==> config.mk <==
export PLATFORM = sky130hd
export DESIGN_NAME = cook_time_entry
export DESIGN_NICKNAME = d
export VERILOG_FILES = /design/src/rtl/microwave_pkg.sv /design/src/rtl/btn_debounce.sv /design/src/rtl/cook_time_entry.sv
export SDC_FILE = /design/constraint.sdc
export NUM_CORES = 1
export LEC_CHECK = 0
export BUFFER_PORTS_ARGS = -buffer_cell sky130_fd_sc_hd__clkbuf_2
export CAP_MARGIN = 0
export CORE_UTILIZATION = 40
export CTS_CLUSTER_DIAMETER = 120
export CTS_CLUSTER_SIZE = 8
export DETAILED_ROUTE_END_ITERATION = 16
export HOLD_SLACK_MARGIN = 0.02
export REMOVE_ABC_BUFFERS = 1
export SYNTH_ARGS = -nofsm -noshare
export SYNTH_HDL_FRONTEND = slang
export SYNTH_HIERARCHICAL = 1
export SYNTH_SLANG_ARGS = --single-unit
==> constraint.sdc <==
create_clock -name clock -period 2.4 [get_ports clock]
set_clock_uncertainty 0.05 [all_clocks]
set_input_delay 0.48 -clock clock [delete_from_list [all_inputs] [get_ports clock]]
set_output_delay 0.48 -clock clock [all_outputs]
set_load 0.05 [all_outputs]
==> src/rtl/microwave_pkg.sv <==
// Shared definitions for the microwave front panel: oven state encoding
// and time-field limits.
// Ports: none (package).
package microwave_pkg;

  typedef enum logic [1:0] {
    IDLE   = 2'd0,
    RUN    = 2'd1,
    PAUSED = 2'd2
  } state_t;

  localparam int SEC_MAX         = 59;
  localparam int MAX_MIN_DEFAULT = 99;

endpackage

==> src/rtl/btn_debounce.sv <==
// One raw push-button to one single-cycle press event: 2-FF synchronizer,
// stability filter, registered rising-edge detect.
// Ports: clock, reset (async active-low), btn (raw, async), press (event pulse).
// Latency: DEBOUNCE_CYCLES+3 edges with COOK_DEBOUNCE_EN defined, 3 edges without
// (filter bypassed, DEBOUNCE_CYCLES unused).
module btn_debounce #(
  parameter int DEBOUNCE_CYCLES = 1000000
) (
  input  logic clock,
  input  logic reset,
  input  logic btn,
  output logic press
);

  logic sync1;
  logic sync2;
  logic level;
  logic level_d;

  always_ff @(posedge clock or negedge reset) begin
    if (!reset) begin
      sync1 <= 1'b0;
      sync2 <= 1'b0;
    end else begin
      sync1 <= btn;
      sync2 <= sync1;
    end
  end

`ifdef COOK_DEBOUNCE_EN
  localparam int CW = (DEBOUNCE_CYCLES < 2) ? 1 : $clog2(DEBOUNCE_CYCLES);

  logic [CW-1:0] cnt;
  logic          stable;

  // Count consecutive cycles that the synchronized level differs from the
  // accepted level; any return to the accepted level restarts the count.
  always_ff @(posedge clock or negedge reset) begin
    if (!reset) begin
      cnt    <= '0;
      stable <= 1'b0;
    end else if (sync2 == stable) begin
      cnt <= '0;
    end else if (cnt == CW'(DEBOUNCE_CYCLES - 1)) begin
      cnt    <= '0;
      stable <= sync2;
    end else begin
      cnt <= cnt + CW'(1);
    end
  end

  assign level = stable;
`else
  logic unused_cfg;
  assign unused_cfg = ^DEBOUNCE_CYCLES;
  assign level      = sync2;
`endif

  always_ff @(posedge clock or negedge reset) begin
    if (!reset) begin
      level_d <= 1'b0;
      press   <= 1'b0;
    end else begin
      level_d <= level;
      press   <= level & ~level_d;
    end
  end

endmodule

==> src/rtl/cook_time_entry.sv <==
// Microwave front panel: debounced buttons, cook-time entry and oven state,
// driving start/pause/stop pulses and min/sec to the downstream timer.
// Ports: clock, reset (async active-low), btn_start/pause/stop/min_inc/sec_inc
// (raw buttons), done (from timer); start/pause/stop (1-cycle pulses), min, sec, busy.
// Build macro: COOK_DEBOUNCE_EN enables the debounce filter inside btn_debounce.
module cook_time_entry
  import microwave_pkg::*;
#(
  parameter int DEBOUNCE_CYCLES = 1000000,
  parameter int MAX_MIN         = MAX_MIN_DEFAULT
) (
  input  logic       clock,
  input  logic       reset,
  input  logic       btn_start,
  input  logic       btn_pause,
  input  logic       btn_stop,
  input  logic       btn_min_inc,
  input  logic       btn_sec_inc,
  input  logic       done,
  output logic       start,
  output logic       pause,
  output logic       stop,
  output logic [6:0] min,
  output logic [6:0] sec,
  output logic       busy
);

  localparam logic [6:0] MIN_TOP = 7'(MAX_MIN);
  localparam logic [6:0] SEC_TOP = 7'(SEC_MAX);

  logic [4:0] raw;
  logic [4:0] ev;
  assign raw = {btn_sec_inc, btn_min_inc, btn_stop, btn_pause, btn_start};

  for (genvar i = 0; i < 5; i++) begin : g_btn
    btn_debounce #(.DEBOUNCE_CYCLES(DEBOUNCE_CYCLES)) u_btn (
      .clock (clock),
      .reset (reset),
      .btn   (raw[i]),
      .press (ev[i])
    );
  end

  logic ev_start, ev_pause, ev_stop, ev_min_inc, ev_sec_inc;
  assign {ev_sec_inc, ev_min_inc, ev_stop, ev_pause, ev_start} = ev;

  state_t     state, state_nx;
  logic       start_nx, pause_nx, stop_nx;
  logic [6:0] min_nx, sec_nx;

  always_ff @(posedge clock or negedge reset) begin
    if (!reset) state <= IDLE;
    else        state <= state_nx;
  end

  // Single priority chain: only the highest-priority event acts each cycle.
  // done counts only while running; elsewhere it never masks other events.
  always_comb begin
    state_nx = state;
    start_nx = 1'b0;
    pause_nx = 1'b0;
    stop_nx  = 1'b0;
    min_nx   = min;
    sec_nx   = sec;
    if (done && state == RUN) begin
      state_nx = IDLE;
      min_nx   = '0;
      sec_nx   = '0;
    end else if (ev_stop) begin
      stop_nx  = (state != IDLE);
      state_nx = IDLE;
      min_nx   = '0;
      sec_nx   = '0;
    end else if (ev_start) begin
      if (state == PAUSED || (state == IDLE && (min != '0 || sec != '0))) begin
        state_nx = RUN;
        start_nx = 1'b1;
      end
    end else if (ev_pause) begin
      if (state == RUN) begin
        state_nx = PAUSED;
        pause_nx = 1'b1;
      end
    end else if (ev_sec_inc) begin
      if (state == IDLE) begin
        if (sec != SEC_TOP) begin
          sec_nx = sec + 7'd1;
        end else if (min != MIN_TOP) begin
          sec_nx = '0;
          min_nx = min + 7'd1;
        end
      end
    end else if (ev_min_inc) begin
      if (state == IDLE && min != MIN_TOP) min_nx = min + 7'd1;
    end
  end

  always_ff @(posedge clock or negedge reset) begin
    if (!reset) begin
      start <= 1'b0;
      pause <= 1'b0;
      stop  <= 1'b0;
      min   <= '0;
      sec   <= '0;
      busy  <= 1'b0;
    end else begin
      start <= start_nx;
      pause <= pause_nx;
      stop  <= stop_nx;
      min   <= min_nx;
      sec   <= sec_nx;
      busy  <= (state_nx != IDLE);
    end
  end

endmodule
==> results of run 1 <==
-- metal layers --
metal,vias up,global-route usage (%)
met3,6,6.667
met2,27,26.84
met4,0,8.073
met5,-,0
li1,610,-
met1,615,20.49
-- per-stage QoR --
step | std cells | utilization, % | hold slack [ns] | total power, mW
after floorplan | 150 | - | 0.1344 | 1.030
after global placement | 227 | 46.94 | 0.2819 | 1.122
after detailed placement | 227 | 46.94 | 0.2858 | 1.129
after CTS | 235 | 49.74 | 0.1578 | 1.692
after global routing | 235 | 49.74 | 0.1763 | 1.773
final | 235 | 49.74 | 0.1412 | 1.672
-- where the power goes --
group	total, mW	switching [mW]	internal (mW)
clock network	0.556	0.243	0.313
logic	0.328	0.229	0.0994
registers	0.788	0.0610	0.727
-- synth_stat cells, drive strengths merged (2+ instances only) --
| master | number | area (µm²) |
|---|---|---|
| buf | 2 | 22.52 |
| clkbuf | 2 | 7.510 |
| o31ai | 6 | 45.04 |
| nor4 | 4 | 46.29 |
| o21a | 4 | 30.03 |
| nand2 | 8 | 30.03 |
| nand2b | 3 | 18.77 |
| o21ai | 9 | 48.80 |
| nor2 | 8 | 30.03 |
| dfrtp | 40 | 1001 |
| ha | 4 | 50.05 |
| or4 | 6 | 45.04 |
| nor2b | 6 | 75.08 |
| a21oi | 16 | 80.08 |
| or2 | 4 | 25.02 |
| or3 | 2 | 12.51 |
| and2 | 2 | 12.51 |
| nand3 | 10 | 50.05 |
| inv | 9 | 33.78 |
-- how the worst max path moves through the flow --
stage                   to  slack (ns)  cells past startpoint
finish              min[4]        0.37                      5
global route        min[6]        0.22                      5
CTS                 min[6]        0.37                      5
detailed placement  min[6]        0.37                      5
global placement    min[6]        0.51                      5
floorplan           min[4]        0.22                      5
-- area by class of cell --
| class | count | area [µm²] | share of cell area [%] |
|---|---|---|---|
| well taps | 50 | 62.56 | 3.056 |
| clock inverters | 3 | 46.29 | 2.262 |
| flip-flops and latches | 40 | 1001 | 48.90 |
| multi-input cells | 101 | 694.4 | 33.92 |
| repair buffers | 27 | 140.1 | 6.846 |
| inverters | 9 | 33.78 | 1.650 |
| clock buffers | 5 | 68.82 | 3.362 |
-- flip-flops by register name, indices dropped and copies added, names as in the netlist --
| register | cells |
|---|---|
| min | 7 |
| sec | 7 |
| g_btn.u_btn/level | 5 |
| g_btn.u_btn/level_d | 5 |
| g_btn.u_btn/press | 5 |
| g_btn.u_btn/sync1 | 5 |
| state | 2 |
| busy | 1 |
| pause | 1 |
| start | 1 |
| stop | 1 |
-- kinds of logic after synthesis --
family	share of synthesized area, %
flip-flops	56.90
adder cells (fa/ha/maj)	2.845
AO/OA/AOI/OAI	14.08
buffers and inverters	3.627
AND/OR/NAND/NOR	22.55
==> results.py, run 1 <==
metrics = {
    "yosys": {
        "synth_top_flop_cell": "dfrtp_1",
        "avgSynthCellArea_um2": 11.42,
        "ys_ff_latch": 40,
        "netlist_area_um2": 1759,
        "async_flop_share_pct": 100.0,
        "synth_edf_count": 0,
        "synthCells": 154,
        "ys_seq_area_share_pct": 56.90,
        "ys_types": 32,
        "yosys_warnings": 6,
    },
    "final_layout": {
        "final_cell_mix": "40 x dfrtp_1, 25 x clkbuf_2, 16 x a21oi_1, 10 x nand3_1, 9 x inv_1",
        "drive_gt1_share_pct": 25.95,
        "syn2layout_area_growth_pct": 16.36,
        "antenna_cells": 0,
        "nFillCells": 383,
        "layout.nets": 196,
        "layout_commonest_cell": "dfrtp_1",
        "design_area_um2": 2047,
    },
    "clock_tree": {
        "htreeDepth": 2,
        "numCtsBuffers": 5,
        "postCtsSetupBuffers": 0,
        "clk_pin_slew_ns": 0.08,
        "cts_num_sinks": 40,
        "clockBufferDepth": 2,
        "cts_tree": "done",
        "cts_repair_resize_count": 0,
        "ctsHoldBuffers": 0,
        "clk_latency_ns": 0.29,
        "cts_root_buffer": "clkbuf_8",
    },
    "global_routing": {
        "gr-total-overflow": 0,
        "grt_pass1_vias": 1260,
        "antenna_found_initial": 0,
        "grt_start_max_net_pins": 27,
        "grt_pass1_wl_mm": 5.678,
        "grt.total_usage_pct": 17.12,
    },
    "critical_path": {
        "cp-end-kind": "flop",
        "cp_cell_sequence": "ha_1 -> nand4bb_4 -> o21a_1 -> or4_1 -> a21oi_1",
        "critPathLaunch": "sec[0]",
        "critPathKind": "flop to flop",
        "regToRegEndpoint": "min[4]",
        "cp_data_required_time_ns": 2.57,
        "crit_path_max_fanout": 12,
        "worstRegToRegCells": 5,
        "critPathMaxStageDelay_ns": 0.55,
        "crit_family": "simple AND/OR/NAND/NOR gates",
        "worst_ep_arrival_time_ns": 2.19,
        "r2r-start": "sec[0]",
        "worst-path-buf-inv": 0,
        "r2r_setup_slack_ns": 0.37,
        "critPathSlowestCell": "or4_1",
        "worstSetupStartpointType": "flop",
    },
    "sta": {
        "rsz0062_at_grt": "no",
        "worst_slack_ns": 0.3716,
        "tns_ns": 0,
        "drv_slew": 0,
        "finalSetupViolations": 0,
        "maxSlewHeadroom_pct": 58.01,
        "fmax_mhz": 493.0,
        "post-route-period-util_pct": 84.52,
        "hold_viol_final": 0,
        "worst_pin_slew_ns": 0.6298,
        "layout_min_cycle_time_ns": 2.028,
    },
    "floorplan": {
        "die_w_um": 68.32,
        "dieArea_um2": 4667,
        "die_h_um": 68.32,
        "ios": 26,
        "num_rows": 23,
        "coreArea_um2": 4115,
        "start_util_pct": 42.75,
    },
    "detailed_routing": {
        "route.top_layer_used": "met4",
        "via_count": 1258,
        "ant_nets": 0,
        "totalWireLength_mm": 3.238,
        "wire_per_inst_um": 13.78,
        "viasPerCell": 5.353,
        "dr_wl_met2_mm": 1.611,
        "dr_wl_met3_um": 111,
        "wl_met1_mm": 1.463,
        "drt-pass1-iter-count": 6,
        "first_iter_violations": 42,
        "post-route-drc-count": 0,
    },
    "hold_path": {
        "holdCritPathClass": "input port to async pin",
    },
    "power": {
        "power_density_nw_per_um2": 816.8,
        "p_leak_nw": 0.9046,
        "ir_drop_mv": 0.3956,
    },
    "job": {
        "maxCapViolations": 0,
    },
    "placed_design": {
        "placed_cell_area_um2": 1932,
        "io_buffers": 25,
        "dp_hpwl_mm": 2.266,
        "place_ws_ns": 0.3680,
        "place_congestion": 0.8451,
    },
    "status": {
        "outcome": "finished clean",
    },
}
No activity file was read; power rests on OpenSTA's default activity.
==> run 2, diff against run 1 <==
==> constraint.sdc (replaced) <==
create_clock -name clock -period 1.95 [get_ports clock]
set_clock_uncertainty 0.05 [all_clocks]
set_input_delay 0.39 -clock clock [delete_from_list [all_inputs] [get_ports clock]]
set_output_delay 0.39 -clock clock [all_outputs]
set_load 0.05 [all_outputs]
==> results.py, run 2 (same netlist as run 1, synthesis figures left out) <==
metrics = {
    "global_routing": {
        "grt_pass1_vias": 1247,
        "grt_pass1_wl_mm": 5.437,
        "grt.total_usage_pct": 16.13,
        "gr-total-overflow": 0,
        "antenna_found_initial": 0,
        "grt_start_max_net_pins": 41,
    },
    "final_layout": {
        "drive_gt1_share_pct": 28.95,
        "design_area_um2": 2102,
        "final_cell_mix": "40 x dfrtp_1, 25 x clkbuf_2, 16 x a21oi_1, 10 x nand3_1, 9 x inv_1",
        "layout_commonest_cell": "dfrtp_1",
        "antenna_cells": 0,
        "top_regs": "min (7), sec (7)",
        "nFillCells": 377,
        "multi_input_area_um2": 711.9,
        "syn2layout_area_growth_pct": 19.49,
        "register_area_um2": 1001,
        "layout.nets": 201,
        "final_util_pct": 51.08,
    },
    "sta": {
        "finalSetupViolations": 0,
        "worst_pin_slew_ns": 0.4851,
        "maxSlewHeadroom_pct": 67.66,
        "drv_slew": 0,
        "fmax_mhz": 550.1,
        "post-route-period-util_pct": 93.22,
        "tns_ns": 0,
        "layout_min_cycle_time_ns": 1.818,
        "hold_viol_final": 0,
        "rsz0062_at_grt": "no",
    },
    "floorplan": {
        "start_util_pct": 42.75,
        "die_w_um": 68.32,
        "die_h_um": 68.32,
        "dieArea_um2": 4667,
        "num_rows": 23,
        "coreArea_um2": 4115,
        "ios": 26,
    },
    "critical_path": {
        "worst-path-buf-inv": 0,
        "critPathMaxStageDelay_ns": 0.49,
        "critPathKind": "flop to flop",
        "worst_ep_arrival_time_ns": 1.96,
        "worstRegToRegCells": 4,
        "cp-end-kind": "flop",
        "cp_cell_sequence": "or3_1 -> nor4_2 -> nor2_1 -> a311oi_1",
        "cp_data_required_time_ns": 2.10,
        "critPathCapture": "sec[5]",
        "crit_path_max_fanout": 6,
        "critPathSlowestCell": "or3_1",
        "crit_family": "simple AND/OR/NAND/NOR gates",
        "regToRegEndpoint": "sec[5]",
        "worstSetupStartpointType": "flop",
        "cp_num_cells": 4,
        "critPathLaunch": "min[3]",
        "r2r-start": "min[3]",
        "r2r_setup_slack_ns": 0.13,
    },
    "detailed_routing": {
        "wire_per_inst_um": 13.63,
        "viasPerCell": 5.292,
        "first_iter_violations": 82,
        "drt-pass1-iter-count": 4,
        "via_count": 1270,
        "post-route-drc-count": 0,
        "totalWireLength_mm": 3.270,
        "ant_nets": 0,
    },
    "power": {
        "power_density_nw_per_um2": 994.5,
        "switching_share_pct": 31.88,
        "p_leak_nw": 0.9316,
        "p_switching_mw": 0.6665,
        "finalPower_mw": 2.090,
        "ir_drop_mv": 0.6323,
        "p_int_mw": 1.424,
        "sequentialPowerShare_pct": 46.0,
        "p_comb_share_pct": 21.2,
        "pwr-share-clk_pct": 32.8,
    },
    "clock_tree": {
        "ctsHoldBuffers": 0,
        "cts_num_sinks": 40,
        "cts_root_buffer": "clkbuf_8",
        "clk_latency_ns": 0.29,
        "clockBufferDepth": 2,
        "numCtsBuffers": 5,
        "htreeDepth": 2,
        "clk_pin_slew_ns": 0.08,
        "cts_tree": "done",
    },
    "status": {
        "outcome": "finished clean",
    },
    "placed_design": {
        "io_buffers": 25,
        "dp_hpwl_mm": 2.228,
        "place_congestion": 0.8102,
        "placed_cell_area_um2": 1962,
    },
    "job": {
        "maxCapViolations": 0,
    },
    "hold_path": {
        "holdCritPathClass": "input port to async pin",
    },
}
## run 2: cell types whose count changed in the layout (fill, tap and decap cells not counted)
cell | previous run | this run
buf_4 | 2 | 7
ha_1 | 4 | 3
ha_2 | 0 | 1
o21a_1 | 4 | 3
o21a_4 | 0 | 1
o21ai_2 | 1 | 0
o21ai_4 | 0 | 1
## run 2: final cells by class
cell class | instances | area share, %
flip-flops and latches | 40 | 47.62
clock buffers | 5 | 3.274
inverters | 9 | 1.607
well taps | 50 | 2.976
repair buffers | 32 | 8.452
clock inverters | 3 | 2.202
multi-input cells | 101 | 33.87
## run 2: worst min-delay path by stage
stage / from / to / slack, ns / cells after the start
after floorplan: reset / busy / 0.04 / 0
after global placement: g_btn[0].u_btn/sync1 / g_btn[0].u_btn/level / 0.28 / 0
after detailed placement: g_btn[4].u_btn/sync1 / g_btn[4].u_btn/level / 0.28 / 0
after CTS: reset / sec[3] / 0.11 / 2
after global routing: btn_start / g_btn[0].u_btn/sync1 / 0.13 / 1
final: reset / start / 0.09 / 2
## run 2: power groups by stage
| stage | registers [mW] | clock network (mW) | logic (mW) |
|---|---|---|---|
| after floorplan | 1.10 | 0 | 0.170 |
| after global placement | 0.974 | 0 | 0.418 |
| after detailed placement | 0.978 | 0 | 0.430 |
| after CTS | 0.962 | 0.707 | 0.432 |
| after global routing | 0.973 | 0.741 | 0.488 |
| final | 0.961 | 0.686 | 0.444 |
## run 2: layer usage
| metal | share of wire, % | track usage, % |
|---|---|---|
| met1 | 47 | 17.95 |
| met2 | 47 | 27.33 |
| met5 | 0 | 0 |
| met3 | 4.4 | 5.833 |
| met4 | 1.9 | 7.292 |
## run 2: timing repair
action / 4_1_cts / 5_1_grt
setup buffers: 0 / 1
endpoints found under the setup margin: 0 / 6
endpoints found under the hold margin: 0 / 0
gates resized for setup: 0 / 4
## run 2: per-stage QoR
| stage | std cells | setup WS, ns | hold slack (ns) |
|---|---|---|---|
| after floorplan | 150 | -0.2320 | 0.04441 |
| after global placement | 231 | 0.1134 | 0.2817 |
| after detailed placement | 231 | 0.03477 | 0.2847 |
| after CTS | 239 | 0.02059 | 0.1054 |
| after global routing | 240 | 0.01122 | 0.1278 |
| final | 240 | 0.1322 | 0.09113 |
